--- src/rtl/tiny_pkg.sv ---
// Shared definitions for the tiny accumulator processor: memory geometry,
// run-controller state encodings and command opcodes.
package tiny_pkg;

    localparam int IMEM_SZ = 16;
    localparam int INST_W  = 8;

    typedef enum logic [2:0] {
        ST_IDLE  = 3'd0,
        ST_LOAD  = 3'd1,
        ST_CLEAR = 3'd2,
        ST_RUN   = 3'd3,
        ST_PAUSE = 3'd4,
        ST_STEP  = 3'd5,
        ST_DONE  = 3'd6
    } state_t;

    localparam logic [1:0] CMD_LOAD = 2'd0;
    localparam logic [1:0] CMD_RUN  = 2'd1;
    localparam logic [1:0] CMD_STEP = 2'd2;
    localparam logic [1:0] CMD_HALT = 2'd3;

    // Address width for a memory of the given depth; never narrower than 1 bit.
    function automatic int CLOG2(input int value);
        int r;
        r = 0;
        for (int v = value - 1; v > 0; v = v >> 1) begin
            r = r + 1;
        end
        return (r == 0) ? 1 : r;
    endfunction

endpackage

--- src/rtl/sat_counter.sv ---
// Up-counter that sticks at all-ones, with synchronous clear.
module sat_counter #(
    parameter int W = 8
) (
    input  logic         clk,
    input  logic         rst,
    input  logic         clr,
    input  logic         inc,
    output logic [W-1:0] count
);

    always_ff @(posedge clk) begin
        if (rst || clr) begin
            count <= '0;
        end else if (inc && (count != {W{1'b1}})) begin
            count <= count + W'(1);
        end
    end

endmodule

--- src/rtl/core_run_ctrl.sv ---
// Run controller: streams the program into instruction memory, clears the
// datapath and sequences free-run / single-step / halt execution.
//
//   state  | meaning
//   IDLE   | after reset, waiting for a command
//   LOAD   | accepting instruction bytes into imem
//   CLEAR  | one-cycle datapath clear, then go to after-clear target
//   RUN    | core enabled every cycle
//   PAUSE  | core stopped, resumable
//   STEP   | core enabled for exactly one cycle
//   DONE   | core reached its final instruction
module core_run_ctrl #(
    parameter int IMEM_SZ = tiny_pkg::IMEM_SZ,
    parameter int INST_W  = tiny_pkg::INST_W,
    parameter int CNT_W   = 8
) (
    input  logic                                  clk,
    input  logic                                  rst,
    input  logic                                  cmd_valid,
    input  logic [1:0]                            cmd_op,
    output logic                                  cmd_ready,
    input  logic                                  byte_valid,
    input  logic [INST_W-1:0]                     byte_data,
    output logic                                  byte_ready,
    output logic                                  imem_we,
    output logic [tiny_pkg::CLOG2(IMEM_SZ)-1:0]   imem_waddr,
    output logic [INST_W-1:0]                     imem_wdata,
    output logic                                  core_clr,
    output logic                                  core_en,
    input  logic                                  core_halted,
    output logic [2:0]                            state_out,
    output logic [CNT_W-1:0]                      exec_cnt
);

    import tiny_pkg::*;

    localparam int AW = CLOG2(IMEM_SZ);

    state_t        state;
    state_t        state_nxt;
    state_t        after_clr;
    state_t        after_clr_nxt;
    logic [AW-1:0] waddr_cnt;
    logic          cmd_acc;
    logic          byte_hs;
    logic          last_byte;

    assign cmd_acc   = cmd_valid && cmd_ready;
    assign byte_hs   = byte_valid && byte_ready;
    assign last_byte = (waddr_cnt == AW'(IMEM_SZ - 1));

    always_ff @(posedge clk) begin
        if (rst) begin
            state     <= ST_IDLE;
            after_clr <= ST_PAUSE;
        end else begin
            state     <= state_nxt;
            after_clr <= after_clr_nxt;
        end
    end

    always_comb begin
        state_nxt     = state;
        after_clr_nxt = after_clr;
        case (state)
            ST_IDLE, ST_DONE: begin
                if (cmd_acc) begin
                    case (cmd_op)
                        CMD_LOAD: state_nxt = ST_LOAD;
                        CMD_RUN: begin
                            state_nxt     = ST_CLEAR;
                            after_clr_nxt = ST_RUN;
                        end
                        CMD_STEP: begin
                            state_nxt     = ST_CLEAR;
                            after_clr_nxt = ST_PAUSE;
                        end
                        default: state_nxt = state;
                    endcase
                end
            end
            ST_LOAD: begin
                if (byte_hs && last_byte) begin
                    state_nxt     = ST_CLEAR;
                    after_clr_nxt = ST_PAUSE;
                end
            end
            ST_CLEAR: state_nxt = after_clr;
            ST_RUN: begin
                // The final instruction wins over a simultaneous HALT.
                if (core_halted) begin
                    state_nxt = ST_DONE;
                end else if (cmd_acc && (cmd_op == CMD_HALT)) begin
                    state_nxt = ST_PAUSE;
                end
            end
            ST_PAUSE: begin
                if (cmd_acc) begin
                    case (cmd_op)
                        CMD_LOAD: state_nxt = ST_LOAD;
                        CMD_RUN:  state_nxt = ST_RUN;
                        CMD_STEP: state_nxt = ST_STEP;
                        default:  state_nxt = state;
                    endcase
                end
            end
            ST_STEP: state_nxt = core_halted ? ST_DONE : ST_PAUSE;
            default: state_nxt = ST_IDLE;
        endcase
    end

    always_comb begin
        cmd_ready  = 1'b0;
        byte_ready = 1'b0;
        if (!rst) begin
            cmd_ready  = (state == ST_IDLE) || (state == ST_RUN) ||
                         (state == ST_PAUSE) || (state == ST_DONE);
            byte_ready = (state == ST_LOAD);
        end
        core_clr  = (state == ST_CLEAR);
        core_en   = (state == ST_RUN) || (state == ST_STEP);
        state_out = state;
    end

    always_ff @(posedge clk) begin
        if (rst) begin
            waddr_cnt  <= '0;
            imem_we    <= 1'b0;
            imem_waddr <= '0;
            imem_wdata <= '0;
        end else begin
            imem_we <= byte_hs;
            if (byte_hs) begin
                imem_waddr <= waddr_cnt;
                imem_wdata <= byte_data;
                waddr_cnt  <= last_byte ? '0 : waddr_cnt + AW'(1);
            end else if ((state != ST_LOAD) && (state_nxt == ST_LOAD)) begin
                waddr_cnt <= '0;
            end
        end
    end

    sat_counter #(
        .W(CNT_W)
    ) u_exec_cnt (
        .clk  (clk),
        .rst  (rst),
        .clr  (core_clr),
        .inc  (core_en),
        .count(exec_cnt)
    );

endmodule

--- config.mk ---
export PLATFORM = sky130hd
export DESIGN_NAME = core_run_ctrl
export DESIGN_NICKNAME = d
export VERILOG_FILES = /design/src/rtl/tiny_pkg.sv /design/src/rtl/sat_counter.sv /design/src/rtl/core_run_ctrl.sv
export SDC_FILE = /design/constraint.sdc
export NUM_CORES = 1
export LEC_CHECK = 0
export ABC_AREA = 1
export BUFFER_PORTS_ARGS = -buffer_cell sky130_fd_sc_hd__buf_4
export CAP_MARGIN = 15
export CORE_ASPECT_RATIO = 0.7
export CORE_MARGIN = 1
export CORE_UTILIZATION = 30
export CTS_BUF_LIST = sky130_fd_sc_hd__clkbuf_16
export CTS_CLUSTER_DIAMETER = 40
export CTS_CLUSTER_SIZE = 16
export DETAILED_ROUTE_END_ITERATION = 8
export GPL_TIMING_DRIVEN = 0
export PLACE_DENSITY = 0.6
export SLEW_MARGIN = 20
export SYNTH_ARGS = -nofsm -noshare
export SYNTH_HDL_FRONTEND = slang
export SYNTH_SLANG_ARGS = --single-unit
--- constraint.sdc ---
create_clock -name clk -period 2.9 [get_ports clk]
set_input_delay 0.145 -clock clk [delete_from_list [all_inputs] [get_ports clk]]
set_output_delay 0.145 -clock clk [all_outputs]
set_load 0.02 [all_outputs]
; ---- Word level (Yosys, flattened, before mapping)
; Cells that the tools add are included.
[op_classes]
n_addsub = 2
reduce_logical = 18
n_eq_ne = 16
n_mux = 18
[ops]
columns = cell, count
row1 = $mux 3, 7
row2 = $pmux 3 s2, 3
row3 = $pmux 3 s6, 1
row4 = $mux 4, 3
row5 = $eq 3x3->1 const B, 3
row6 = $pmux 3 s3, 1
row7 = $add 8x1->8 const B, 1
row8 = $ne 8x8->1 const B, 1
row9 = $eq 3x1->1 const B, 2
row10 = $eq 3x2->1 const B, 2
row11 = $logic_and 1x1->1, 6
row12 = $logic_or 1x1->1, 5
row13 = $add 4x1->4 const B, 1
row14 = $eq 2x2->1 const B, 2
row15 = $eq 4x4->1 const B, 1
row16 = $ne 2x2->1 const B, 2
row17 = $reduce_and 4->1, 1
row18 = $reduce_bool 2->1, 2
row19 = $reduce_or 2->1, 2
row20 = $logic_not 3->1, 1
row21 = $ne 3x1->1 const B, 1
row22 = $ne 3x3->1 const B, 1
row23 = $eq 2x1->1 const B, 1
row24 = $logic_not 2->1, 1
row25 = other kinds (2), 3
[word_totals]
regBits = 31
output_inout_bits = 28

; ---- Depth between registers and ports, before layout
[depth]
word_depth = 14
mapped_depth = 12
mapped_depth_nobuf = 12

; ---- Modules after synthesis
; Synthesis repeated with hierarchy kept, for this count alone.
[hier_totals]
hier_cells = 236
hier_area_um2 = 1657.8
[modules_own_cells]
columns = mod, n_inst, cells_each, area_per_inst_um2, seq_area_each_um2
row1 = core_run_ctrl, 1, 169, 1209.9, 440.4
row2 = sat_counter, 1, 67, 447.9, 160.2

; ---- Worst setup path before layout
; OpenSTA, ideal clock, no wires.
[synth_timing]
path_kind = register to register
startpoint = reg u_exec_cnt.count[1]
endpoint = reg u_exec_cnt.count[7]
period_less_slack_ns = 1.700
n_path_buf = 0
path_slack_ns = 1.200
t_arrival_ns = 1.580
path_stages_with_launch = 12
setup_ns = 0.120
path_cell_list = dfxtp_1 > ha_1 > nand3_1 > nor2_1 > nand3_1 > nand2_2 > clkinv_2 > nand2_2 > nor2_4 > nand3_1 > xor2_1 > nor2_1
[synth_between]
elab_chain_cells = 2
[synth_lines]
columns = item, line
row1 = "start, declared", sat_counter.sv:9  ; output logic [W-1:0] count
row2 = "start signal, assigned", sat_counter.sv:16  ; count <= count + W'(1);
row3 = branches (longest 2 deep; another with $add 8x1->8), -
; Several ways; the timed one is not identified.
; A chain may end at the register's enable or synchronous reset.

; ---- Worst setup path in the final report
[layout_timing]
startpoint = reg state[1] (netlist: state_out[1])
endpoint = reg waddr_cnt[3]
[layout_between]
elab_chain_cells = 13
[layout_lines]
columns = item, line
row1 = "start, declared", core_run_ctrl.sv:39  ; state_t state;
row2 = "start signal, assigned", core_run_ctrl.sv:57  ; state <= state_nxt;
row3 = $eq 3x2->1 / $logic_not 3->1 (equally long branches), "core_run_ctrl.sv:65, core_run_ctrl.sv:116"
row4 = $logic_or 1x1->1 (2 in a row), core_run_ctrl.sv:116  ; cmd_ready = (state == ST_IDLE) || (state == ST_RUN) ||
row5 = $logic_or 1x1->1, core_run_ctrl.sv:117  ; (state == ST_PAUSE) || (state == ST_DONE);
row6 = $mux 1, core_run_ctrl.sv:115  ; if (!rst) begin
row7 = $logic_and 1x1->1, core_run_ctrl.sv:48  ; assign cmd_acc = cmd_valid && cmd_ready;
row8 = $logic_and 1x1->1, core_run_ctrl.sv:93  ; end else if (cmd_acc && (cmd_op == CMD_HALT)) begin
row9 = $mux 3, core_run_ctrl.sv:93
row10 = $mux 3, core_run_ctrl.sv:91  ; if (core_halted) begin
row11 = $pmux 3 s6, core_run_ctrl.sv:65  ; case (state)
row12 = $eq 3x1->1, core_run_ctrl.sv:137  ; end else if ((state != ST_LOAD) && (state_nxt == ST_LOAD)) begin
row13 = $logic_and 1x1->1, core_run_ctrl.sv:137
row14 = $reduce_bool 2->1 (no line), -
row15 = "end signal, assigned", core_run_ctrl.sv:136  ; waddr_cnt <= last_byte ? '0 : waddr_cnt + AW'(1);
row16 = "end, declared", core_run_ctrl.sv:43  ; logic [AW-1:0] waddr_cnt;
; Several ways; a longest one is shown, not always the timed one.

==> metrics.md <==
| Metric | Value |
|---|---|
| Synthesized cell area | 1600 um^2 |
| Crit path max fanout | 6 |
| Hold Path End | imem_wdata[6] |
| Total number of vias | 1579 |
| Crit-path cells | nand3_2 > nand3_4 > nand4_1 > a21oi_1 > nand2_1 > nor2_1 > nand3_2 > nand3_1 > a21oi_1 |
| Slowest cell on the critical path | dfxtp_1 |
| Rel. slew slack | 0.6509 |
| Maximum clock frequency | 572.3 MHz |
| Top FF cell, synth | dfxtp_1 |
| CP required | 3.03 ns |
| Final WL | 3.967 mm |
| Crit path depth | 9 |
| Core area | 4940 um^2 |
| Reg-to-reg setup timing slack | 1.15 ns |
| Kind of critical path | reg -> reg |
| Status | completed |
| Clk buf depth | 2 |
| Die Area | 5635 um^2 |
| Largest net degree at the start of global routing | 11 |
| Initial core utilization | 0.3240 |
| Total GRT Usage | 0.1526 |
| Slowest stage delay, CP | 0.46 ns |
| Total power | 1.627 mW |
| Initial antenna violation count | 0 |
| Slew Viols, Final | 0 |
| VDD IR max | 0.2936 mV |
| Post-synth top area cell | dfxtp_1 |
| Synth cell types | 29 |
| Post-DP Area | 2002 um^2 |
| Reg-to-Reg Start | state_out[1] |
| Port buffer count | 42 |
| Number of global-route vias before repair | 1464 |
| Worst r2r path cells | 9 |
| Final instance area | 2135 um^2 |
| Root buffer cell | clkbuf_16 |
| Total Nets Final | 294 |
| Post-route minimum period | 1.747 ns |
| # fillers | 545 |
| Post-synth EDFFs | 0 |
| CP startpoint kind | register |
| Area grow syn2layout | 33.39% |
| RSZ-0062 raised after global routing | false |
| Max_cap viols | 0 |
| Die W | 89.30 um |
| Worst Tran Pin Value | 0.5237 ns |
| ANT nets after route | 0 |
| R2R Path End | waddr_cnt[3] |
| Sequential area share after synthesis | 0.3753 |
| Post-route worst setup slack | 1.153 ns |
| Hold path startpoint | byte_data[6] |
| Boundary Pins | 43 |
| Hold Path Class | in -> reg |
| Async SR Flop Fraction | 0 |
| Final period utilization | 0.6025 |
| Detailed Route Iter0 Violations | 97 |
| Syn Nets | 245 |
| Setup Buffers After CTS | 0 |
| Total grt overflow | 0 |
| Post-route DRC | 0 |
| Cells after Synth | 223 |
| Hold depth | 3 |
| Arr. time, crit path | 1.88 ns |
| Number of CTS-inserted buffers | 5 |
| First drt pass iteration count | 4 |
| Pwr/cell area | 762.1 nW/um^2 |
| Post-CTS Hold Buffers | 0 |
| CTS clk-pin slew, worst paths | 0.05 ns |
| #FFs+latches synth | 30 |
| Drt wl/cell | 11.63 um |
| Post-CTS sizing | 0 |
| Gpl congestion | 0.8313 |
| Setup Viol. Count Final | 0 |
| Hpwl dp | 3.014 mm |
| Dpl ws | 1.191 ns |
| # diodes | 0 |
| Final hold viol count | 0 |
| Vias/cell | 4.630 |
| Yosys top cell area share | 0.3753 |
| Synthesized area per cell | 7.176 um^2 |
| Chip height | 63.11 um |
| Num Clock Sinks | 30 |
| Setup TNS | 0 ns |
| Std-Cell Rows | 21 |
| Clock skew | 0.002024 ns |
| Crit end category | register |
| Register area | 600.6 um^2 |
| Number of H-tree levels | 2 |
| Area of the multi-input gates | 864.6 um^2 |
| Crit path buf inv count | 0 |
| Layout cells sized above 1 | 0.2647 |
| Clk Latency, worst-skew pair | 0.27 ns |
| First-pass GRT wire length | 6.686 mm |
| CTS tree | done |
| Largest cells by area after synthesis | dfxtp_1 38%, nand2_1 11%, nand3_1 5.9%, ha_1 5.5%, inv_1 5.4% |
| Syn. warnings | 0 |
| Pleak | 0.9743 nW |
| Delay-heaviest family, CP | simple AND/OR/NAND/NOR gates |
area by class of cell:
cell class              count  share of cell area
inverters                  30             0.05334
well taps                  69             0.04045
clock buffers               5             0.05862
multi-input cells         158              0.4050
repair buffers             42              0.1477
flip-flops and latches     30              0.2814
clock inverters             2            0.003517
plain buffers               5            0.009965
cell families after synthesis:
group	count (synthesis)	synth area share
xor gates and xnor gates	2	0.01095
DFF	30	0.3753
AOI/OAI and AO/OA	39	0.1321
and+or+nand+nor	110	0.3425
adders and majority gates	7	0.05473
buffers and inverters	35	0.08443
layout by cell type, fill, tap and decap left out:
cell and count:
inv_2 6, inv_1 25, xor2_1 1, xnor2_1 1, nand3b_1 1, o21ai_1 1, ha_1 7, buf_1 1
nor3_4 1, a21oi_1 16, buf_2 2, nand4_1 6, nand3_2 7, a21boi_1 1, clkbuf_16 5, clkinv_2 1
nor2_1 19, nor3_1 2, nor2_4 1, o211ai_1 1, o21bai_1 2, nand3_4 1, a31oi_1 2, nand2_2 5
o21ai_0 15, nand2_1 48, clkbuf_1 2, a31o_2 1, nand3_1 19, buf_4 42, dfxtp_1 30
cell usage after synthesis (all sizes together) (3+ instances only):
cell,number
ha,7
inv,29
a21oi,16
nand4,6
buf,3
nand2,53
o21ai,16
nor2,20
nand3,27
dfxtp,30
nor3,3
sequential cells by signal, summed over array words and instances, names as in the netlist:
| signal | flops |
|---|---|
| u_exec_cnt.count | 8 |
| state_out | 3 |
| waddr_cnt | 4 |
| imem_waddr | 4 |
| after_clr | 2 |
| imem_wdata | 8 |
| imem_we | 1 |
worst reg2reg max path: stages, from the launching register on:
cell     delay (ns)
dfxtp_1        0.46
nand3_2        0.24
nand3_4        0.16
nand4_1        0.10
a21oi_1        0.19
nand2_1        0.09
nor2_1         0.11
nand3_2        0.11
nand3_1        0.09
a21oi_1        0.06
per-layer routing:
layer  vias to the layer above  GRT usage  part of all wire
met1                       714     0.2218              0.52
met2                        37     0.2204              0.41
li1                        826          -                 -
met4                         0    0.02976            0.0048
met3                         2    0.04718             0.058
met5                         -          0                 0
per-stage QoR:
step	instances	hold slack, ns	utilization
final	341	0.07972	0.4321
after global routing	341	0.08593	0.4321
after CTS	341	0.07796	0.4321
after detailed placement	334	0.3524	0.4053
after global placement	334	0.3455	0.4053
after floorplan	223	0.2577	-
where the power goes:
| part | internal, mW | switching [mW] |
|---|---|---|
| clock network | 0.305 | 0.159 |
| registers | 0.465 | 0.0522 |
| logic | 0.232 | 0.414 |
how the worst max path moves through the flow:
stage          slack, ns                 from                   to
6_report            1.15         state_out[1]         waddr_cnt[3]
4_1_cts             1.18         state_out[1]         waddr_cnt[3]
5_1_grt             0.96         state_out[2]         waddr_cnt[2]
2_1_floorplan       1.20  u_exec_cnt.count[1]  u_exec_cnt.count[7]
3_5_place_dp        1.19         state_out[2]         waddr_cnt[0]
3_3_place_gp        1.14         state_out[2]         waddr_cnt[3]
No activity file was read; power rests on OpenSTA's default activity.
